--- src/rtl/viterbi_acs_scheduler.sv ---
`default_nettype none
// ============================================================================
//  Module      : viterbi_acs_scheduler
//  Description : Sequencer for a rate-1/2, K=3 (4-state) Viterbi decoder.
//                Time-multiplexes one shared ACS unit over the four trellis
//                states, tracks the minimum new path metric for
//                normalisation, flips the ping-pong metric banks, addresses
//                the circular survivor memory and launches traceback every
//                TB_DEPTH symbols and at end of frame.
//  Revision    : 1.0  initial release
// ============================================================================
module viterbi_acs_scheduler #(
    parameter int  PM_W     = 8,
    parameter int  TB_DEPTH = 16,
    localparam int c_AW     = $clog2(2*TB_DEPTH),
    localparam int c_LW     = $clog2(TB_DEPTH+1)
) (
    input  logic              clk,
    input  logic              rst_n,
    input  logic              i_sym_valid,
    output logic              o_sym_ready,
    input  logic [1:0]        i_sym_data,
    input  logic              i_flush,
    output logic              o_acs_en,
    output logic [1:0]        o_acs_state,
    output logic [1:0]        o_acs_sym,
    input  logic [PM_W-1:0]   i_acs_pm_new,
    output logic              o_pm_rd_bank,
    output logic              o_pm_init,
    output logic [PM_W-1:0]   o_norm_sub,
    output logic              o_surv_wr_en,
    output logic [c_AW-1:0]   o_surv_waddr,
    output logic              o_tb_start,
    output logic [c_AW-1:0]   o_tb_addr,
    output logic [c_LW-1:0]   o_tb_len,
    output logic              o_tb_final,
    input  logic              i_tb_busy
);

    localparam logic [c_AW-1:0] c_WADDR_MAX = c_AW'(2*TB_DEPTH-1);
    localparam logic [c_LW-1:0] c_TB_LEN    = c_LW'(TB_DEPTH);

    typedef enum logic [2:0] {
        S_INIT   = 3'd0,
        S_IDLE   = 3'd1,
        S_ACS0   = 3'd2,
        S_ACS1   = 3'd3,
        S_ACS2   = 3'd4,
        S_ACS3   = 3'd5,
        S_UPDATE = 3'd6
    } state_t;

    state_t            r_state;
    state_t            w_next;

    logic              w_accept;
    logic              w_launch;
    logic              w_launch_final;

    logic              r_pending;
    logic [c_LW-1:0]   r_sym_cnt;
    logic [c_LW-1:0]   w_sym_cnt_inc;
    logic [PM_W-1:0]   r_min;
    logic [1:0]        r_acs_sym;
    logic              r_pm_rd_bank;
    logic [PM_W-1:0]   r_norm_sub;
    logic [c_AW-1:0]   r_surv_waddr;
    logic              r_tb_start;
    logic [c_AW-1:0]   r_tb_addr;
    logic [c_LW-1:0]   r_tb_len;
    logic              r_tb_final;

    assign w_sym_cnt_inc = r_sym_cnt + 1'b1;

    assign o_acs_sym    = r_acs_sym;
    assign o_pm_rd_bank = r_pm_rd_bank;
    assign o_norm_sub   = r_norm_sub;
    assign o_surv_waddr = r_surv_waddr;
    assign o_tb_start   = r_tb_start;
    assign o_tb_addr    = r_tb_addr;
    assign o_tb_len     = r_tb_len;
    assign o_tb_final   = r_tb_final;

    // State register; reset aborts any symbol in flight and returns to INIT
    always_ff @(posedge clk or negedge rst_n) begin
        if (!rst_n) begin
            r_state <= S_INIT;
        end else begin
            r_state <= w_next;
        end
    end

    // Next-state, handshake, launch decisions and per-state strobes
    always_comb begin
        w_next         = r_state;
        w_accept       = 1'b0;
        w_launch       = 1'b0;
        w_launch_final = 1'b0;
        o_sym_ready    = 1'b0;
        o_acs_en       = 1'b0;
        o_acs_state    = 2'd0;
        o_surv_wr_en   = 1'b0;
        o_pm_init      = 1'b0;
        case (r_state)
            S_INIT: begin
                o_pm_init = 1'b1;
                w_next    = S_IDLE;
            end
            S_IDLE: begin
                if (i_flush) begin
                    // End of frame: drain whatever is left once traceback is free
                    if (!i_tb_busy) begin
                        w_next = S_INIT;
                        if (r_pending || (r_sym_cnt != '0)) begin
                            w_launch       = 1'b1;
                            w_launch_final = 1'b1;
                        end
                    end
                end else if (r_pending) begin
                    if (!i_tb_busy) begin
                        w_launch = 1'b1;
                    end
                end else begin
                    o_sym_ready = 1'b1;
                    if (i_sym_valid) begin
                        w_accept = 1'b1;
                        w_next   = S_ACS0;
                    end
                end
            end
            S_ACS0: begin
                o_acs_en     = 1'b1;
                o_surv_wr_en = 1'b1;
                o_acs_state  = 2'd0;
                w_next       = S_ACS1;
            end
            S_ACS1: begin
                o_acs_en     = 1'b1;
                o_surv_wr_en = 1'b1;
                o_acs_state  = 2'd1;
                w_next       = S_ACS2;
            end
            S_ACS2: begin
                o_acs_en     = 1'b1;
                o_surv_wr_en = 1'b1;
                o_acs_state  = 2'd2;
                w_next       = S_ACS3;
            end
            S_ACS3: begin
                o_acs_en     = 1'b1;
                o_surv_wr_en = 1'b1;
                o_acs_state  = 2'd3;
                w_next       = S_UPDATE;
            end
            S_UPDATE: begin
                w_next = S_IDLE;
            end
            default: begin
                w_next = S_INIT;
            end
        endcase
    end

    // Symbol latch for the branch-metric computation
    always_ff @(posedge clk or negedge rst_n) begin
        if (!rst_n) begin
            r_acs_sym <= 2'd0;
        end else if (w_accept) begin
            r_acs_sym <= i_sym_data;
        end
    end

    // Running unsigned minimum of new metrics; strict compare keeps the earlier value on ties
    always_ff @(posedge clk or negedge rst_n) begin
        if (!rst_n) begin
            r_min <= '0;
        end else begin
            case (r_state)
                S_INIT: r_min <= '0;
                S_ACS0: r_min <= i_acs_pm_new;
                S_ACS1, S_ACS2, S_ACS3: begin
                    if (i_acs_pm_new < r_min) begin
                        r_min <= i_acs_pm_new;
                    end
                end
                default: r_min <= r_min;
            endcase
        end
    end

    // Per-symbol bookkeeping: bank flip, normalisation, survivor pointer, window count
    always_ff @(posedge clk or negedge rst_n) begin
        if (!rst_n) begin
            r_pm_rd_bank <= 1'b0;
            r_norm_sub   <= '0;
            r_surv_waddr <= '0;
            r_sym_cnt    <= '0;
            r_pending    <= 1'b0;
        end else begin
            case (r_state)
                S_INIT: begin
                    r_pm_rd_bank <= 1'b0;
                    r_norm_sub   <= '0;
                    r_surv_waddr <= '0;
                    r_sym_cnt    <= '0;
                    r_pending    <= 1'b0;
                end
                S_UPDATE: begin
                    r_norm_sub   <= r_min;
                    r_pm_rd_bank <= ~r_pm_rd_bank;
                    r_surv_waddr <= (r_surv_waddr == c_WADDR_MAX) ? '0
                                                                   : r_surv_waddr + 1'b1;
                    r_sym_cnt    <= w_sym_cnt_inc;
                    if (w_sym_cnt_inc == c_TB_LEN) begin
                        r_pending <= 1'b1;
                    end
                end
                S_IDLE: begin
                    // A mid-frame launch opens a fresh window
                    if (w_launch && !w_launch_final) begin
                        r_pending <= 1'b0;
                        r_sym_cnt <= '0;
                    end
                end
                default: begin
                    r_pending <= r_pending;
                end
            endcase
        end
    end

    // Traceback launch registers; address and length hold until the next launch
    always_ff @(posedge clk or negedge rst_n) begin
        if (!rst_n) begin
            r_tb_start <= 1'b0;
            r_tb_addr  <= '0;
            r_tb_len   <= '0;
            r_tb_final <= 1'b0;
        end else begin
            r_tb_start <= w_launch;
            if (w_launch) begin
                r_tb_addr  <= (r_surv_waddr == '0) ? c_WADDR_MAX : r_surv_waddr - 1'b1;
                r_tb_len   <= r_pending ? c_TB_LEN : r_sym_cnt;
                r_tb_final <= w_launch_final;
            end
        end
    end

endmodule
`default_nettype wire

--- config.mk ---
export PLATFORM = sky130hd
export DESIGN_NAME = viterbi_acs_scheduler
export DESIGN_NICKNAME = d
export VERILOG_FILES = /design/src/rtl/viterbi_acs_scheduler.sv
export SDC_FILE = /design/constraint.sdc
export NUM_CORES = 1
export LEC_CHECK = 0
export ABC_AREA = 1
export CAP_MARGIN = 5
export CORE_MARGIN = 3
export CORE_UTILIZATION = 39
export CTS_CLUSTER_DIAMETER = 80
export DETAILED_ROUTE_END_ITERATION = 10
export GPL_TIMING_DRIVEN = 0
export PLACE_DENSITY = 0.74
export SLEW_MARGIN = 30
export SYNTH_ARGS = -nofsm -noshare
export SYNTH_HDL_FRONTEND = slang
export SYNTH_SLANG_ARGS = --single-unit
--- constraint.sdc ---
create_clock -name clk -period 1.89 [get_ports clk]
set_input_delay 0.378 -clock clk [delete_from_list [all_inputs] [get_ports clk]]
set_output_delay 0.378 -clock clk [all_outputs]
set_load 0.02 [all_outputs]
# Word level (Yosys, flattened, before mapping)
# Cells that the tools add are included.
totals:
  mem_count: 0
  word_cells: 83
  ff_bits: 45
  latchBits: 0
  mem_bits_ro: 0
  ram_bits: 0
op_classes:
  shifts: 0
  bitwise: 1
  addsub: 3
  magnitude_cmp: 1
  n_eq_ne: 14
  multipliers: 0
  n_div: 0
  muxes: 36
  reduce_logical: 16
ops:
  columns: ["operator", "count"]
  rows:
  - ["8-bit case mux with 3 select lines", 1]
  - ["5-bit 2-to-1 mux", 4]
  - ["1-bit 2-to-1 mux", 19]
  - ["3-bit case mux with 6 select lines", 1]
  - ["8-bit case mux with 2 select lines", 1]
  - ["5-bit case mux with 3 select lines", 1]
  - ["3-bit 2-to-1 mux", 4]
  - ["5-bit by 1-bit adder with 5-bit output, second input constant", 2]
  - ["5-bit == test, second input constant", 2]
  - ["5-bit case mux with 2 select lines", 1]
  - ["3-bit == test, second input constant", 3]
  - ["3-bit inequality test, second input constant", 3]
  - ["8-bit < comparator", 1]
  - ["8-bit 2-to-1 mux", 1]
  - ["3-bit by 2-bit == test with 1-bit output, second input constant", 2]
  - ["2-bit inequality test, second input constant", 3]
  - ["2-bit case mux with 3 select lines", 1]
  - ["3-bit AND reduction", 2]
  - ["3-bit nonzero test", 2]
  - ["5-bit zero test", 1]
  - ["5-bit nonzero test", 1]
  - ["5-bit by 1-bit subtractor with 5-bit output, second input constant", 1]
  - ["2-bit AND reduction", 2]
  - ["4-bit OR reduction", 1]
  - ["other kinds (11)", 11]

# Logic depth before layout (Yosys ltp)
logic_depth:
  depth_word: 10
  depth_mapped: 12

# Worst setup path after synthesis
# OpenSTA, ideal clock, no wires.
synth_path:
  kind: "register -> register"
  start: "reg r_state[1]"
  end: "reg r_min[0]"
  required_time_ns: 1.773
  arrival_time_ns: 1.418
  path_stages_with_launch: 9
  path_buffers: 2
  slack_ns: 0.355
  cell_sequence: "dfrtp_1 nand3_2 o21ai_2 or2_1 buf_6 or2_1 buf_6 nand3_1 nand2_1"
synth_via:
  elab_chain_len: 4
  word_cells_on_any_way: 10
  cone_classes: "5 x eq/ne; 1 x mux; 4 x reduce/logical"
synth_rtl:
  columns: ["element", "line_no", "rtl"]
  rows:
  - ["start: declaration", "53", "state_t r_state;"]
  - ["start signal: assignment", "89", "r_state <= w_next;"]
  - ["3-bit by 2-bit == test with 1-bit output / 3-bit == test (equally long branches)", "178", "case (r_state)"]
  - ["3-bit OR reduction", "178", null]
  - ["2-bit inequality test (no line) / 3-bit nonzero test (equally long branches)", null, null]
  - ["2-bit AND reduction (no line)", null, null]
  - ["end signal: assignment", "180", "S_ACS0: r_min <= i_acs_pm_new;"]
  - ["end signal: assignment", "183", "r_min <= i_acs_pm_new;"]
  - ["end signal: assignment", "186", "default: r_min <= r_min;"]
  - ["end: declaration", "63", "logic [PM_W-1:0] r_min;"]
# Parallel ways exist; a longest one is shown, timed or not.
# A chain may end at the register's enable or synchronous reset.

# Worst setup path after layout
layout_path:
  start: "reg r_state[1]"
  end: "out o_surv_wr_en"
layout_via:
  elab_chain_len: 3
  word_cells_on_any_way: 6
  cone_classes: "4 x eq/ne; 1 x mux; 1 x reduce/logical"
layout_rtl:
  columns: ["element", "line_no", "rtl"]
  rows:
  - ["3-bit by 2-bit == test with 1-bit output / 3-bit == test (equally long branches)", "104", "case (r_state)"]
  - ["4-bit OR reduction (no line) (*)", null, null]
  - ["1-bit 2-to-1 mux (*)", "104", null]
  - ["end: declaration", "31", "output logic o_surv_wr_en,"]
# Every way passes the cells marked *; elsewhere a longest branch is shown, timed or not.

==> flow_summary.json <==
{
  "outcome": "complete, but fails checks",
  "violations": "setup timing",
  "worst_slack_ns": -0.0424,
  "clockBufferDepth": 2,
  "r2r_start": "r_state[1]",
  "num_vias": 1944,
  "drt_iter0_markers": 81,
  "clock_latency_ns": 0.29,
  "worstPathRequired_ns": 1.51,
  "combPwrFrac_pct": 51.7,
  "area_delta_synth_final_pct": 33.2,
  "p_int_uw": 2700,
  "relSlewSlack_pct": 62.0,
  "path_max_fanout": 6,
  "clk_pin_slew_ns": 0.08,
  "place_hpwl_um": 3650,
  "core_area_um2": 5570,
  "crit_path_start_kind": "register",
  "worst_r2r_path_depth": 10,
  "ff2ff_setup_slack_ns": 0.09,
  "hold_path_class": "primary input to asynchronous set/reset pin",
  "finalMaxSlewViolations": 0,
  "netlist_instances": 264,
  "port_buffers": 48,
  "grt_pass1_wl_um": 8530,
  "routed_wl_um": 5110,
  "h-tree-depth": 2,
  "synth_top_family_by_area": "simple AND/OR/NAND/NOR gates",
  "stdcell_count": 398,
  "rsz0062_at_grt": "yes",
  "die_y_um": 82.2,
  "drc_errors": 0,
  "drive_gt1_share_pct": 10.4,
  "post-route-period-util_pct": 102,
  "netSwitchingPower_uw": 1860,
  "ys_seq_area_share_pct": 49.7,
  "synthMuxAreaShare_pct": 0.994,
  "syn_avg_cell_area_um2": 8.58,
  "synthesis.area_um2": 2270,
  "io_pins": 49,
  "yosys.area_share.simple_pct": 23.5,
  "async_flop_share_pct": 100,
  "wl_per_cell_um": 12.8,
  "synth.distinct_cells": 30,
  "ant_nets": 0,
  "place.gp.congestion": 0.803,
  "synth_warnings": 0,
  "power_frac_clock_pct": 16.5,
  "antenna_found_initial": 0,
  "synthXorXnorAreaFrac_pct": 2.32,
  "grt_pass1_vias": 1873,
  "synth_fa_ha_area_share_pct": 6.63,
  "finalClockSkew_ns": 0.00693,
  "die_area_um2": 6760,
  "yosysMostFrequentCell": "nand2_1",
  "fin_nets": 352,
  "viasPerCell": 4.88,
  "clock-sinks": 45,
  "grtUsageTotal_pct": 16.1,
  "synthTopCellsByCount": "66 x nand2_1, 45 x dfrtp_1, 38 x inv_1, 24 x nand3_1, 16 x nor2_1",
  "end_kind": "output pin",
  "finalSetupViolCount": 1,
  "start_util_pct": 40.7,
  "drv_cap": 0,
  "synth_seq_cells": 45,
  "path_class": "register to output pin",
  "vdd_drop_max_mv": 0.602,
  "cts_hold_buf": 0,
  "synth_area_leaders": "dfrtp_1 50%, nand2_1 11%, ha_1 6.6%",
  "post-route-min-period_ns": 1.93,
  "synth_ff_type": "dfrtp_1",
  "hold_violations": 0,
  "cts_tree": "yes",
  "leakagePower_uw": 0.00153,
  "synth-compound-area-share_pct": 8.23,
  "diodes": 0,
  "worstMarginPinSlew_ns": 0.570,
  "seq_power_share_pct": 31.8,
  "grt_max_degree": 46,
  "rows": 27,
  "p_total_uw": 4560,
  "clockRootBuffer": "clkbuf_8",
  "synth_top_area_share_pct": 49.7,
  "synth_area_leader_cell": "dfrtp_1",
  "critPathArrivalTime_ns": 1.55,
  "dr.pass1.iters": 6,
  "synth_edf_count": 0,
  "r2r-end": "r_min[0]",
  "powerDensity_nw_per_um2": 1510,
  "max_freq_mhz": 517,
  "die_w_um": 82.2,
  "switching_share_pct": 40.8,
  "synth_fp_nets": 291,
  "cts_buffers": 5,
  "place_inst": 384,
  "grt_overflow": 0
}
[how the worst max path moves through the flow]
stage                          from            end  slack [ns]  depth (start not counted)
floorplan                r_state[1]       r_min[0]        0.36                          8
global placement              rst_n  o_norm_sub[2]       -0.79                          1
detailed placement  i_acs_pm_new[5]       r_min[5]       -0.22                         10
CTS                      r_state[2]   o_surv_wr_en       -0.07                          7
global route             r_state[2]   o_surv_wr_en        -0.1                          7
finish                   r_state[1]   o_surv_wr_en       -0.04                          6
[state kept, by name (all words and copies together) (netlist names)]
register      cells
o_tb_start        1
r_state           3
o_tb_addr         5
o_pm_rd_bank      1
o_acs_sym         2
o_tb_final        1
r_sym_cnt         5
o_surv_waddr      5
r_pending         1
o_tb_len          5
o_norm_sub        8
r_min             8
[layer usage]
layer  vias to the layer above  part of all wire, %  global-route usage (%)
met1                       916                   45                    20.4
met2                        54                   48                    27.6
li1                        967                    -                       -
met5                         -                    0                       0
met4                         0                 0.84                    3.49
met3                         7                  6.1                    3.90
[stage by stage]
| stage | area, µm² | TNS [ns] | utilization [%] | setup slack (ns) | hold WS [ns] |
|---|---|---|---|---|---|
| detailed placement | 2830 | -2.63 | 50.8 | -0.224 | 0.419 |
| global route | 3020 | -0.120 | 54.2 | -0.0964 | 0.114 |
| floorplan | 2270 | 0 | - | 0.355 | 0.0824 |
| global placement | 2840 | -37.66 | 50.9 | -0.787 | 0.454 |
| finish | 3020 | -0.0424 | 54.2 | -0.0424 | 0.0697 |
| CTS | 2940 | -0.0667 | 52.7 | -0.0667 | 0.0932 |
[worst max-delay path, stage by stage (launching register included)]
cell	delay [ns]
dfrtp_2	0.47
nand3_2	0.13
o21ai_4	0.07
or2_1	0.24
buf_6	0.14
buf_6	0.11
buf_6	0.12
[logic make-up (layout without fill, tap and decap cells)]
group	after synthesis	after routing
simple gates	121	122
buf+inv	46	107
flops	45	45
compound gates	32	32
fa+ha+maj	12	12
xor+xnor	6	6
mux	2	2
[area by class of cell]
| type | count | area, µm² |
|---|---|---|
| clock inverter | 1 | 30.0 |
| sequential | 45 | 1130 |
| tap | 72 | 90.1 |
| inverter | 39 | 146 |
| clock buffer | 7 | 86.3 |
| buffer | 7 | 52.6 |
| timing repair buffer | 53 | 504 |
| fill | 522 | 2550 |
| multi-input combinational | 174 | 982 |
[power groups by stage]
stage / logic (µW) / registers, µW / clock network [µW]
2_1_floorplan: 1160 / 1660 / 0
3_3_place_gp: 2190 / 1450 / 0
3_5_place_dp: 2220 / 1460 / 0
4_1_cts: 2190 / 1440 / 774
5_1_grt: 2590 / 1490 / 812
6_report: 2350 / 1450 / 753
[placed cells by master, fill, tap and decap left out, types with 3 or more instances in the layout]
| cell type | count |
|---|---|
| clkbuf_1 | 4 |
| xnor2_1 | 3 |
| nor3_1 | 3 |
| o21ai_0 | 14 |
| buf_2 | 3 |
| nor2_1 | 16 |
| nand2_1 | 66 |
| a21oi_1 | 6 |
| inv_1 | 38 |
| xor2_1 | 3 |
| buf_6 | 4 |
| dfrtp_1 | 44 |
| clkdlybuf4s50_1 | 41 |
| o22ai_1 | 3 |
| nand3_1 | 24 |
| clkbuf_8 | 6 |
| nand4_1 | 3 |
| buf_4 | 6 |
| ha_1 | 12 |
[repair_timing]
| item | in CTS | in global routing |
|---|---|---|
| gates resized for setup | 17 | 9 |
| setup endpoints to repair | 5 | 12 |
| pin swaps | 0 | 4 |
| gates cloned | 0 | 1 |
| setup buffers | 0 | 5 |
No activity file was read; power rests on OpenSTA's default activity.
